$ cat src/rtl/riscv_pkg.sv
// ---------------------------------------------------------------------------
// riscv_pkg
// Shared definitions for the RV32I core: writeback-select encodings, load and
// store funct3 codes, access-size codes (funct3[1:0]) and the MEM-stage
// handshake state type.
// ---------------------------------------------------------------------------
package riscv_pkg;

    // Writeback source select
    localparam logic [1:0] WB_ALU = 2'b00;
    localparam logic [1:0] WB_MEM = 2'b01;
    localparam logic [1:0] WB_PC4 = 2'b10;
    localparam logic [1:0] WB_IMM = 2'b11;

    // Load funct3
    localparam logic [2:0] F3_LB  = 3'b000;
    localparam logic [2:0] F3_LH  = 3'b001;
    localparam logic [2:0] F3_LW  = 3'b010;
    localparam logic [2:0] F3_LBU = 3'b100;
    localparam logic [2:0] F3_LHU = 3'b101;

    // Store funct3
    localparam logic [2:0] F3_SB  = 3'b000;
    localparam logic [2:0] F3_SH  = 3'b001;
    localparam logic [2:0] F3_SW  = 3'b010;

    // Access size, taken from funct3[1:0] for both loads and stores
    localparam logic [1:0] SZ_BYTE = 2'b00;
    localparam logic [1:0] SZ_HALF = 2'b01;
    localparam logic [1:0] SZ_WORD = 2'b10;

    typedef enum logic {
        IDLE = 1'b0,
        WAIT = 1'b1
    } mem_state_t;

endpackage

$ cat src/rtl/mem_wb_stage_load_align.sv
// ---------------------------------------------------------------------------
// LoadAlign
// Purely combinational lane extractor. It picks the byte or halfword that is
// addressed by offset out of a 32-bit word and then sign- or zero-extends it
// according to funct3. Any funct3 other than LB/LBU/LH/LHU passes the word
// through unchanged. A halfword is selected by offset[1] only.
//   rdata  in  32  source word
//   offset in  2   byte offset within the word
//   funct3 in  3   size / signedness
//   data   out 32  extended result
// ---------------------------------------------------------------------------
module LoadAlign
    import riscv_pkg::*;
(
    input  logic [31:0] rdata,
    input  logic [1:0]  offset,
    input  logic [2:0]  funct3,
    output logic [31:0] data
);

    logic [7:0]  byte_sel;
    logic [15:0] half_sel;

    always_comb begin
        byte_sel = rdata[7:0];
        case (offset)
            2'd1:    byte_sel = rdata[15:8];
            2'd2:    byte_sel = rdata[23:16];
            2'd3:    byte_sel = rdata[31:24];
            default: byte_sel = rdata[7:0];
        endcase
    end

    assign half_sel = offset[1] ? rdata[31:16] : rdata[15:0];

    always_comb begin
        data = rdata;
        case (funct3)
            F3_LB:   data = {{24{byte_sel[7]}}, byte_sel};
            F3_LBU:  data = {24'd0, byte_sel};
            F3_LH:   data = {{16{half_sel[15]}}, half_sel};
            F3_LHU:  data = {16'd0, half_sel};
            default: data = rdata;
        endcase
    end

endmodule

$ cat src/rtl/mem_wb_stage.sv
// ---------------------------------------------------------------------------
// mem_wb_stage
// Combined MEM/WB stage. It runs loads/stores over a req/ack data-memory
// port with wait states, formats load data and registers the writeback
// triple (RegWriteWB_o, writeRegAddr_o, WD3_o) for the register file.
// While an access is outstanding stall_o freezes the upstream stages, and the
// MEM/WB register loads a bubble so that no writeback is duplicated.
//
// Optional feature macro: MISALIGN_CHECK_EN
//   defined   : misaligned LH/LHU/SH/LW/SW issue no request and no writeback;
//               misalign_o pulses for one cycle in the WB slot.
//   undefined : the low address bits that do not apply are ignored; misalign_o = 0.
//
// Ports
//   clk_i, rst_ni            clock, asynchronous active-low reset
//   RegWrite_i .. funct3_i   EX/MEM control and data
//   dmem_*                   data-memory request/response port
//   stall_o                  to the hazard unit
//   RegWriteWB_o, writeRegAddr_o, WD3_o   register-file write port
//   misalign_o               misaligned-access pulse
// ---------------------------------------------------------------------------
module mem_wb_stage
    import riscv_pkg::*;
(
    input  logic        clk_i,
    input  logic        rst_ni,
    input  logic        RegWrite_i,
    input  logic [1:0]  WriteSrc_i,
    input  logic        MemRead_i,
    input  logic        MemWrite_i,
    input  logic [31:0] ALUout_i,
    input  logic [31:0] writeData_i,
    input  logic [31:0] ImmOp_i,
    input  logic [31:0] pcPlus4_i,
    input  logic [4:0]  rd_i,
    input  logic [2:0]  funct3_i,
    output logic        dmem_req_o,
    output logic        dmem_we_o,
    output logic [31:0] dmem_addr_o,
    output logic [3:0]  dmem_be_o,
    output logic [31:0] dmem_wdata_o,
    input  logic        dmem_ack_i,
    input  logic [31:0] dmem_rdata_i,
    output logic        stall_o,
    output logic        RegWriteWB_o,
    output logic [4:0]  writeRegAddr_o,
    output logic [31:0] WD3_o,
    output logic        misalign_o
);

    mem_state_t  state_reg;
    logic [1:0]  offset;
    logic [1:0]  size;
    logic        mem_op;
    logic        misaligned;
    logic        access;
    logic        wb_en;
    logic [31:0] load_data;
    logic [31:0] store_src;
    logic [31:0] wb_data;

    assign offset = ALUout_i[1:0];
    assign size   = funct3_i[1:0];
    assign mem_op = MemRead_i | MemWrite_i;

`ifdef MISALIGN_CHECK_EN
    always_comb begin
        misaligned = 1'b0;
        case (size)
            SZ_HALF: misaligned = mem_op & offset[0];
            SZ_WORD: misaligned = mem_op & (offset != 2'b00);
            default: misaligned = 1'b0;
        endcase
    end
`else
    assign misaligned = 1'b0;
`endif

    assign access = mem_op & ~misaligned;

    // Request is gated by reset so an access in flight is dropped the moment
    // reset asserts. In WAIT the inputs are frozen, so access is still high.
    assign dmem_req_o  = rst_ni & ((state_reg == WAIT) | access);
    assign stall_o     = dmem_req_o & ~dmem_ack_i;
    assign dmem_we_o   = MemWrite_i;
    assign dmem_addr_o = {ALUout_i[31:2], 2'b00};

    LoadAlign u_load_align (
        .rdata  (dmem_rdata_i),
        .offset (offset),
        .funct3 (funct3_i),
        .data   (load_data)
    );

    // Same extractor, unsigned at offset 0: isolates the store byte/halfword
    LoadAlign u_store_lane (
        .rdata  (writeData_i),
        .offset (2'b00),
        .funct3 ({1'b1, size}),
        .data   (store_src)
    );

    always_comb begin
        dmem_be_o    = 4'b1111;
        dmem_wdata_o = store_src;
        if (MemWrite_i) begin
            case (size)
                SZ_BYTE: begin
                    dmem_be_o    = 4'b0001 << offset;
                    dmem_wdata_o = {4{store_src[7:0]}};
                end
                SZ_HALF: begin
                    dmem_be_o    = offset[1] ? 4'b1100 : 4'b0011;
                    dmem_wdata_o = {2{store_src[15:0]}};
                end
                default: begin
                    dmem_be_o    = 4'b1111;
                    dmem_wdata_o = store_src;
                end
            endcase
        end
    end

    always_comb begin
        wb_data = ALUout_i;
        case (WriteSrc_i)
            WB_MEM:  wb_data = load_data;
            WB_PC4:  wb_data = pcPlus4_i;
            WB_IMM:  wb_data = ImmOp_i;
            default: wb_data = ALUout_i;
        endcase
    end

    // When not stalled, any memory access has completed this cycle.
    // Stores (including read+write) and misaligned accesses never write back.
    assign wb_en = RegWrite_i & (rd_i != 5'd0) & ~MemWrite_i & ~misaligned;

    always_ff @(posedge clk_i or negedge rst_ni) begin
        if (!rst_ni) begin
            state_reg      <= IDLE;
            RegWriteWB_o   <= 1'b0;
            writeRegAddr_o <= 5'd0;
            WD3_o          <= 32'd0;
        end else begin
            case (state_reg)
                IDLE:    if (access && !dmem_ack_i) state_reg <= WAIT;
                WAIT:    if (dmem_ack_i) state_reg <= IDLE;
                default: state_reg <= IDLE;
            endcase

            if (stall_o) begin
                RegWriteWB_o   <= 1'b0;
                writeRegAddr_o <= 5'd0;
                WD3_o          <= 32'd0;
            end else begin
                RegWriteWB_o   <= wb_en;
                writeRegAddr_o <= rd_i;
                WD3_o          <= wb_data;
            end
        end
    end

`ifdef MISALIGN_CHECK_EN
    // A misaligned access never stalls, so it always lands in the next WB slot
    always_ff @(posedge clk_i or negedge rst_ni) begin
        if (!rst_ni) begin
            misalign_o <= 1'b0;
        end else begin
            misalign_o <= misaligned;
        end
    end
`else
    assign misalign_o = 1'b0;
`endif

endmodule

$ cat config.mk
export PLATFORM = sky130hd
export DESIGN_NAME = mem_wb_stage
export DESIGN_NICKNAME = d
export VERILOG_FILES = /design/src/rtl/riscv_pkg.sv /design/src/rtl/mem_wb_stage_load_align.sv /design/src/rtl/mem_wb_stage.sv
export SDC_FILE = /design/constraint.sdc
export NUM_CORES = 1
export LEC_CHECK = 0
export ABC_AREA = 1
export BUFFER_PORTS_ARGS = -buffer_cell sky130_fd_sc_hd__buf_4
export CORE_MARGIN = 2
export CORE_UTILIZATION = 30
export DETAILED_ROUTE_END_ITERATION = 8
export GPL_TIMING_DRIVEN = 0
export SYNTH_ARGS = -nofsm -noshare
export SYNTH_HDL_FRONTEND = slang
export SYNTH_SLANG_ARGS = --single-unit
$ cat constraint.sdc
create_clock -name clk_i -period 1.92 [get_ports clk_i]
set_input_delay 0.384 -clock clk_i [delete_from_list [all_inputs] [get_ports clk_i]]
set_output_delay 0.384 -clock clk_i [all_outputs]
set_load 0.1 [all_outputs]
# Yosys cells after proc, flatten, opt, wreduce, memory -nomap -nowiden
# Index checks and enable logic that the tools add are counted.
[op_classes]
bitwise = 9
n_reduce_logical = 6
shifts = 1
muxes = 16
eq_ne = 10
[op_table]
columns = ["cell", "count"]
rows = [
  ["$pmux W32 S3", 2],
  ["$pmux W32 S4", 1],
  ["$mux W32", 2],
  ["$pmux W32 S2", 1],
  ["$pmux W8 S3", 1],
  ["$mux W16", 1],
  ["$eq A2 B2 Y1 const B", 4],
  ["$mux W4", 2],
  ["$pmux W4 S2", 1],
  ["$eq A2 B1 Y1 const B", 3],
  ["$eq A3 B3 Y1 const B", 2],
  ["$logic_not A3 Y1", 2],
  ["$mux W5", 1],
  ["$reduce_bool A5 Y1", 1],
  ["$and A1 B1 Y1", 4],
  ["$shl A1 B2 Y4 const A", 1],
  ["$eq A3 B1 Y1 const B", 1],
  ["$mux W1", 3],
  ["$not A1 Y1", 3],
  ["$logic_not A2 Y1", 1],
  ["$or A1 B1 Y1", 2],
  ["$pmux W1 S2", 1],
  ["$logic_and A1 B1 Y1", 1],
  ["$logic_not A1 Y1", 1],
]
[totals]
regBits = 39
output_inout_bits = 110
word_cells = 46
inputBits = 176

# Depth between registers and ports, before layout
# Gate-level depths: netlist of run 1.
[logic_depth]
ltp_word = 5
depth_mapped = 10
ltp_nobuf = 8

# By module
# A second synthesis of run 1 with hierarchy kept.
[hier_totals]
hier_cells = 868
area_unflattened_um2 = 5123.7
[by_module_without_submodules]
columns = ["module", "area_per_inst_um2", "cells_each", "n_inst", "seq_area_each_um2"]
rows = [
  ["mem_wb_stage", 3276.9, 528, 1, 975.9],
  ["LoadAlign", 923.4, 170, 2, 0.0],
]

# Least setup slack after synthesis of run 1
# OpenSTA, ideal clock, no wires.
[synth_path]
kind = "input -> output"
startpoint = "input MemWrite_i"
endpoint = "output dmem_wdata_o[24]"
arrival_time_ns = 4.251
cell_stages = 3
required_ns = 1.536
setup_slack_ns = -2.715
path_buffers = 1
path_cell_list = "buf_4 clkinv_1 o311ai_0"
[synth_via]
elab_chain_cells = 1
[synth_rtl]
columns = ["element", "line", "source"]
rows = [
  ["from (decl)", "mem_wb_stage.sv:30", "input logic MemWrite_i,"],
  ["$mux W32", "mem_wb_stage.sv:106", "if (MemWrite_i) begin"],
  ["to (decl)", "mem_wb_stage.sv:41", "output logic [31:0] dmem_wdata_o,"],
]
# No other way between the ends.

# Final worst setup path of run 1
[layout_path]
startpoint = "input funct3_i[1]"
endpoint = "output dmem_wdata_o[24]"
[layout_via]
elab_chain_cells = 4
word_cells_on_any_way = 6
classes_between = "eq/ne: 1; mux: 3; reduce/logical: 2"
[layout_rtl]
columns = ["element", "line", "source"]
rows = [
  ["from (decl)", "mem_wb_stage.sv:36", "input logic [2:0] funct3_i,"],
  ["$eq A2 B1 Y1 (tied with other cells)", "mem_wb_stage_load_align.sv:38, mem_wb_stage.sv:107", ""],
  ["$pmux W32 S3", "mem_wb_stage_load_align.sv:38", "case (funct3)"],
  ["$pmux W32 S2", "mem_wb_stage.sv:107", "case (size)"],
  ["$mux W32 *", "mem_wb_stage.sv:106", ""],
]
# Every way passes the cells marked *; elsewhere a longest branch is shown, timed or not.

==> results.yml, run 1 <==
layout:
  post-route-util: 0.5461
  largest_register_ffs: 32
  finalNetCount: 972
  reg_top3: "WD3_o: 32 flops, writeRegAddr_o: 5 flops"
  drive_above_1_share: 0.5295
  antenna_cells: 0
  layout_commonest_cell: "buf_4"
  nFillCells: 1173
  regMostFlops: "WD3_o"
  syn2layout_area_growth_pct: 79.87
  final_cell_mix: "324 x buf_4, 109 x nand2_1, 50 x o21ai_0"
timing:
  timing.hold.ws_ns: 0.009603
  rsz0062_at_grt: "false"
  setup_viol: 0
  report.final.slew_viol_count: 0
  slew_headroom: 0.5794
  finalWorstSetupSlack_ns: 0.06310
  fin_crit_ns: 1.857
  fin_tns_setup_ns: 0
  fin_crit_sh: 0.9671
  worst_pin_slew_ns: 0.6309
  hold_viol_final: 0
  fin_worst_skew_ns: 0.008031
  max_freq_mhz: 538.5
cts:
  clock_sink_count: 39
  htree_levels: 2
  clkTransAtPathRegs_ns: 0.06
  root_buffer: "clkbuf_16"
  clk_path_buf_depth: 2
  clk_latency_ns: 0.28
  cts-buffers-inserted: 5
  cts_tree: "yes"
floorplan:
  io_pins: 286
  start_util: 0.3036
  core_area_um2: 11320
  die_h_um: 111.0
  placementRows: 39
  die_w_um: 111.0
  dieArea_um2: 12330
grt:
  grt_pass1_wl_um: 24640
  grt_pass1_vias: 4549
  overflow: 0
  antenna_found_initial: 0
  grt_max_degree: 42
  grtUsageTotal: 0.2534
routing:
  ant_nets: 0
  wl_um: 16130
  wl_per_cell_um: 17.16
  drc: 0
  drt_iter0_drc: 247
  vias: 4595
  vias_per_cell: 4.888
  first_pass_iters: 5
placed_design:
  port_buffers: 276
  dpl_worst_slack_ns: -0.4687
  gp_congestion: 0.9074
  hpwl_um: 13270
status:
  status: "finished, final reports clean"
worst_hold_path:
  hp-class: "in -> async"
logic_synthesis:
  synth_warnings: 0
  yosysUniqueCellTypes: 31
  synth_area_leaders: "dfrtp_1 28%, nand2_1 13%, buf_4 11%, o21ai_0 8.6%, a221oi_1 6.1%"
  syn_avg_cell_area_um2: 6.820
  synth_seq_cells: 39
  synth_top_area_share: 0.2839
  syn_area_um2: 3437
  yosys.area.top_type: "dfrtp_1"
  syn_inst: 504
  seq_area_frac_synth: 0.2839
run:
  max-cap-violations: 0
worst_setup_path:
  end_kind: "output pin"
  path_class: "in -> out"
  worstPathArrival_ns: 1.47
  crit_fanout: 8
  start_kind: "primary input"
  critical_path_required_ns: 1.54
power:
  cellLeakagePower_nw: 3.194
  total_power_mw: 4.492
  p_per_area_nw_per_um2: 726.6
  vdd_drop_max_mv: 0.3695
==> metrics by stage <==
step | cells | instance area (um^2)
2_1_floorplan | 506 | 3630
3_3_place_gp | 925 | 5881
3_5_place_dp | 925 | 5881
4_1_cts | 936 | 6101
5_1_grt | 940 | 6182
6_report | 940 | 6182
==> kinds of logic after synthesis <==
kind of cell,Yosys count,synth area share
compound gates,134,0.2373
buf+inv,110,0.1875
flops,39,0.2839
other cells,1,0.001091
simple gates,220,0.2901
==> synthesized netlist by cell type, drive strengths merged <==
library cell / n
a21oi: 41
a221oi: 24
buf: 64
clkbuf: 9
clkinv: 1
conb: 1
dfrtp: 39
inv: 36
nand2: 128
nand3: 38
nand4: 1
nor2: 50
nor3: 3
o211ai: 1
o21ai: 61
o311ai: 7
==> critical path, stage by stage <==
cell	delay (ns)
buf_6	0.13
nor2_4	0.21
buf_4	0.16
nand3_1	0.14
o311ai_2	0.11
buf_4	0.33
==> power by group <==
part / total (mW) / internal, mW / switching (mW) / leakage, nW
Clock: 0.964 / 0.613 / 0.351 / 0.0838
Sequential: 0.935 / 0.906 / 0.0289 / 0.480
Combinational: 2.59 / 0.714 / 1.88 / 2.63
==> path summary, 6_finish.rpt <==
check,start,endpoint,slack [ns],depth (start not counted)
max,funct3_i[1],dmem_wdata_o[24],0.06,6
min,rst_ni,writeRegAddr_o[0]$_DFF_PN0_,0.01,1
max reg2reg,state_reg$_DFF_PN0_,WD3_o[1]$_DFF_PN0_,0.51,7
min reg2reg,state_reg$_DFF_PN0_,state_reg$_DFF_PN0_,0.61,2
max in group asynchronous,rst_ni,state_reg$_DFF_PN0_,1.63,1
min in group clk_i,dmem_ack_i,state_reg$_DFF_PN0_,0.27,2
==> metal layers <==
layer,track usage,up-vias,part of all wire
met5,0,-,0
met4,0.04198,0,0.0088
met3,0.05413,10,0.069
met2,0.4442,192,0.51
met1,0.3270,2156,0.42
li1,-,2237,-
==> what timing repair did <==
item,CTS,global route
buffers inserted,4,4
gates resized for setup,10,14
cloned,0,0
hold buffers,0,0
pin swaps,2,2
endpoints found under the setup margin,20,12
==> area by class of cell <==
class	count	area [um^2]	area share
clock buffers	5	125.1	0.02024
multi-input cells	357	1998	0.3232
well taps	143	178.9	0.02894
inverters	37	155.1	0.02510
plain buffers	72	543.0	0.08784
flip-flops and latches	39	975.9	0.1579
clock inverters	3	43.79	0.007084
repair buffers	284	2162	0.3497
Note: power is estimated with default switching activity, not from simulation.
==> run 2, diff against run 1 <==
Settings changed: GPL_TIMING_DRIVEN 0 to not set, SETUP_SLACK_MARGIN set to 0.15.
==> results.yml, run 2 (synthesis gave the netlist of run 1 again) <==
status:
  status: "finished, final reports clean"
timing:
  hold_viol_final: 0
  slew_headroom: 0.4426
  fin_tns_setup_ns: 0
  fin_crit_sh: 0.8984
  setup_viol: 0
  max_freq_mhz: 579.8
  rsz0062_at_grt: "true"
  fin_crit_ns: 1.725
  fin_worst_skew_ns: 0.003662
  report.final.slew_viol_count: 0
  worst_pin_slew_ns: 0.8352
routing:
  vias: 4354
  wl_um: 14740
  drc: 0
  ant_nets: 0
  drt_iter0_drc: 243
  wl_per_cell_um: 16.59
  first_pass_iters: 5
  vias_per_cell: 4.903
placed_design:
  gp_congestion: 0.8828
  port_buffers: 282
  hpwl_um: 11920
floorplan:
  io_pins: 286
  placementRows: 39
  die_w_um: 111.0
  die_h_um: 111.0
  dieArea_um2: 12330
  core_area_um2: 11320
  start_util: 0.3036
worst_setup_path:
  critical_path_required_ns: 1.54
  crit_slowest_cell: "buf_4"
  slowest_delay_ns: 0.33
  r2r_cells: 6
  r2r_start: "state_reg$_DFF_PN0_"
  start_kind: "primary input"
  cpMostUsedCell: "buf_4"
  worstPathArrival_ns: 1.34
  path_delay_family: "buffers and inverters"
  path_class: "in -> out"
  crit_fanout: 14
  end_kind: "output pin"
  r2r_end: "WD3_o[12]$_DFF_PN0_"
  path_cells: "buf_4 > nor2_2 > buf_12 > nand3_1 > o311ai_2 > buf_4"
  worst-path-buf-inv: 3
  reg2reg_slack_ns: 0.46
layout:
  reg_top3: "WD3_o: 32 flops, writeRegAddr_o: 5 flops"
  regMostFlops: "WD3_o"
  antenna_cells: 0
  largest_register_ffs: 32
  layout_commonest_cell: "buf_4"
  finalNetCount: 920
  multi_input_area_um2: 2044
  drive_above_1_share: 0.5087
  syn2layout_area_growth_pct: 70.99
  post-route-util: 0.5191
  ff_latch_area_um2: 975.9
  final_cell_mix: "287 x buf_4, 108 x nand2_1, 50 x o21ai_0"
  nFillCells: 1105
power:
  clockPowerShare: 0.215
  switching_share: 0.5043
  combPwrFrac: 0.572
  netSwitchingPower_mw: 2.218
  p_per_area_nw_per_um2: 748.4
  cellLeakagePower_nw: 2.983
  p_seq_frac: 0.213
  vdd_drop_max_mv: 0.3753
  cell_internal_pwr_mw: 2.180
cts:
  clk_latency_ns: 0.28
  clk_path_buf_depth: 2
  clkTransAtPathRegs_ns: 0.06
  cts-buffers-inserted: 5
  root_buffer: "clkbuf_16"
  cts_tree: "yes"
  htree_levels: 2
  clock_sink_count: 39
grt:
  antenna_found_initial: 0
  grt_pass1_wl_um: 22530
  grt_pass1_vias: 4233
  grt_max_degree: 39
  grtUsageTotal: 0.2274
  overflow: 0
run:
  max-cap-violations: 0
worst_hold_path:
  hp-class: "in -> async"
[run 2: layout make-up]
| cell class | count | area share |
|---|---|---|
| tap | 143 | 0.03045 |
| inverter | 37 | 0.02640 |
| multi-input combinational | 357 | 0.3479 |
| sequential | 39 | 0.1661 |
| clock inverter | 3 | 0.007452 |
| timing repair buffer | 304 | 0.4005 |
| clock buffer | 5 | 0.02129 |
[run 2: how the worst max path moves through the flow]
| stage | depth (start not counted) | slack (ns) | startpoint | end |
|---|---|---|---|---|
| 6_report | 6 | 0.20 | funct3_i[1] | dmem_wdata_o[28] |
| 5_1_grt | 6 | 0.15 | funct3_i[1] | dmem_wdata_o[12] |
| 4_1_cts | 6 | 0.13 | funct3_i[1] | dmem_wdata_o[24] |
| 3_5_place_dp | 6 | 0.07 | funct3_i[1] | dmem_wdata_o[26] |
| 3_3_place_gp | 6 | 0.08 | funct3_i[1] | dmem_wdata_o[24] |
| 2_1_floorplan | 5 | -0.67 | MemWrite_i | dmem_wdata_o[31] |
[run 2: power groups by stage]
stage	sequential, mW	clock [mW]	combinational, mW
global placement	0.948	0	2.48
floorplan	1.57	0	1.21
finish	0.935	0.946	2.52
detailed placement	0.950	0	2.49
global route	0.940	1.01	2.62
CTS	0.936	0.970	2.52
[run 2: what timing repair did]
action                                 in CTS  in global routing
buffers inserted                            0                  4
resized for setup                          11                  9
pin swaps                                   0                  1
setup endpoints to repair                  11                 18
endpoints found under the hold margin       3                  0
hold buffers                                1                  0
[run 2: per-stage QoR]
stage | cell area [um^2] | std cells | worst slack, ns | hold slack (ns) | power (mW)
after floorplan | 3679 | 506 | -0.6667 | 0.08841 | 2.783
after global placement | 5587 | 875 | 0.08198 | 0.1966 | 3.429
after detailed placement | 5587 | 875 | 0.06919 | 0.1986 | 3.445
after CTS | 5808 | 884 | 0.1274 | 0.2163 | 4.421
after global routing | 5877 | 888 | 0.1458 | 0.2370 | 4.573
final | 5877 | 888 | 0.1951 | 0.1901 | 4.398
[run 2: layer usage]
layer,share of wire,up-vias,wire length [um],GRT usage
met5,0,-,0,0
met4,0.013,0,197,0.04362
met3,0.072,14,1063,0.04265
met2,0.52,214,7665,0.4213
met1,0.39,1993,5809,0.2758
li1,-,2133,-,-
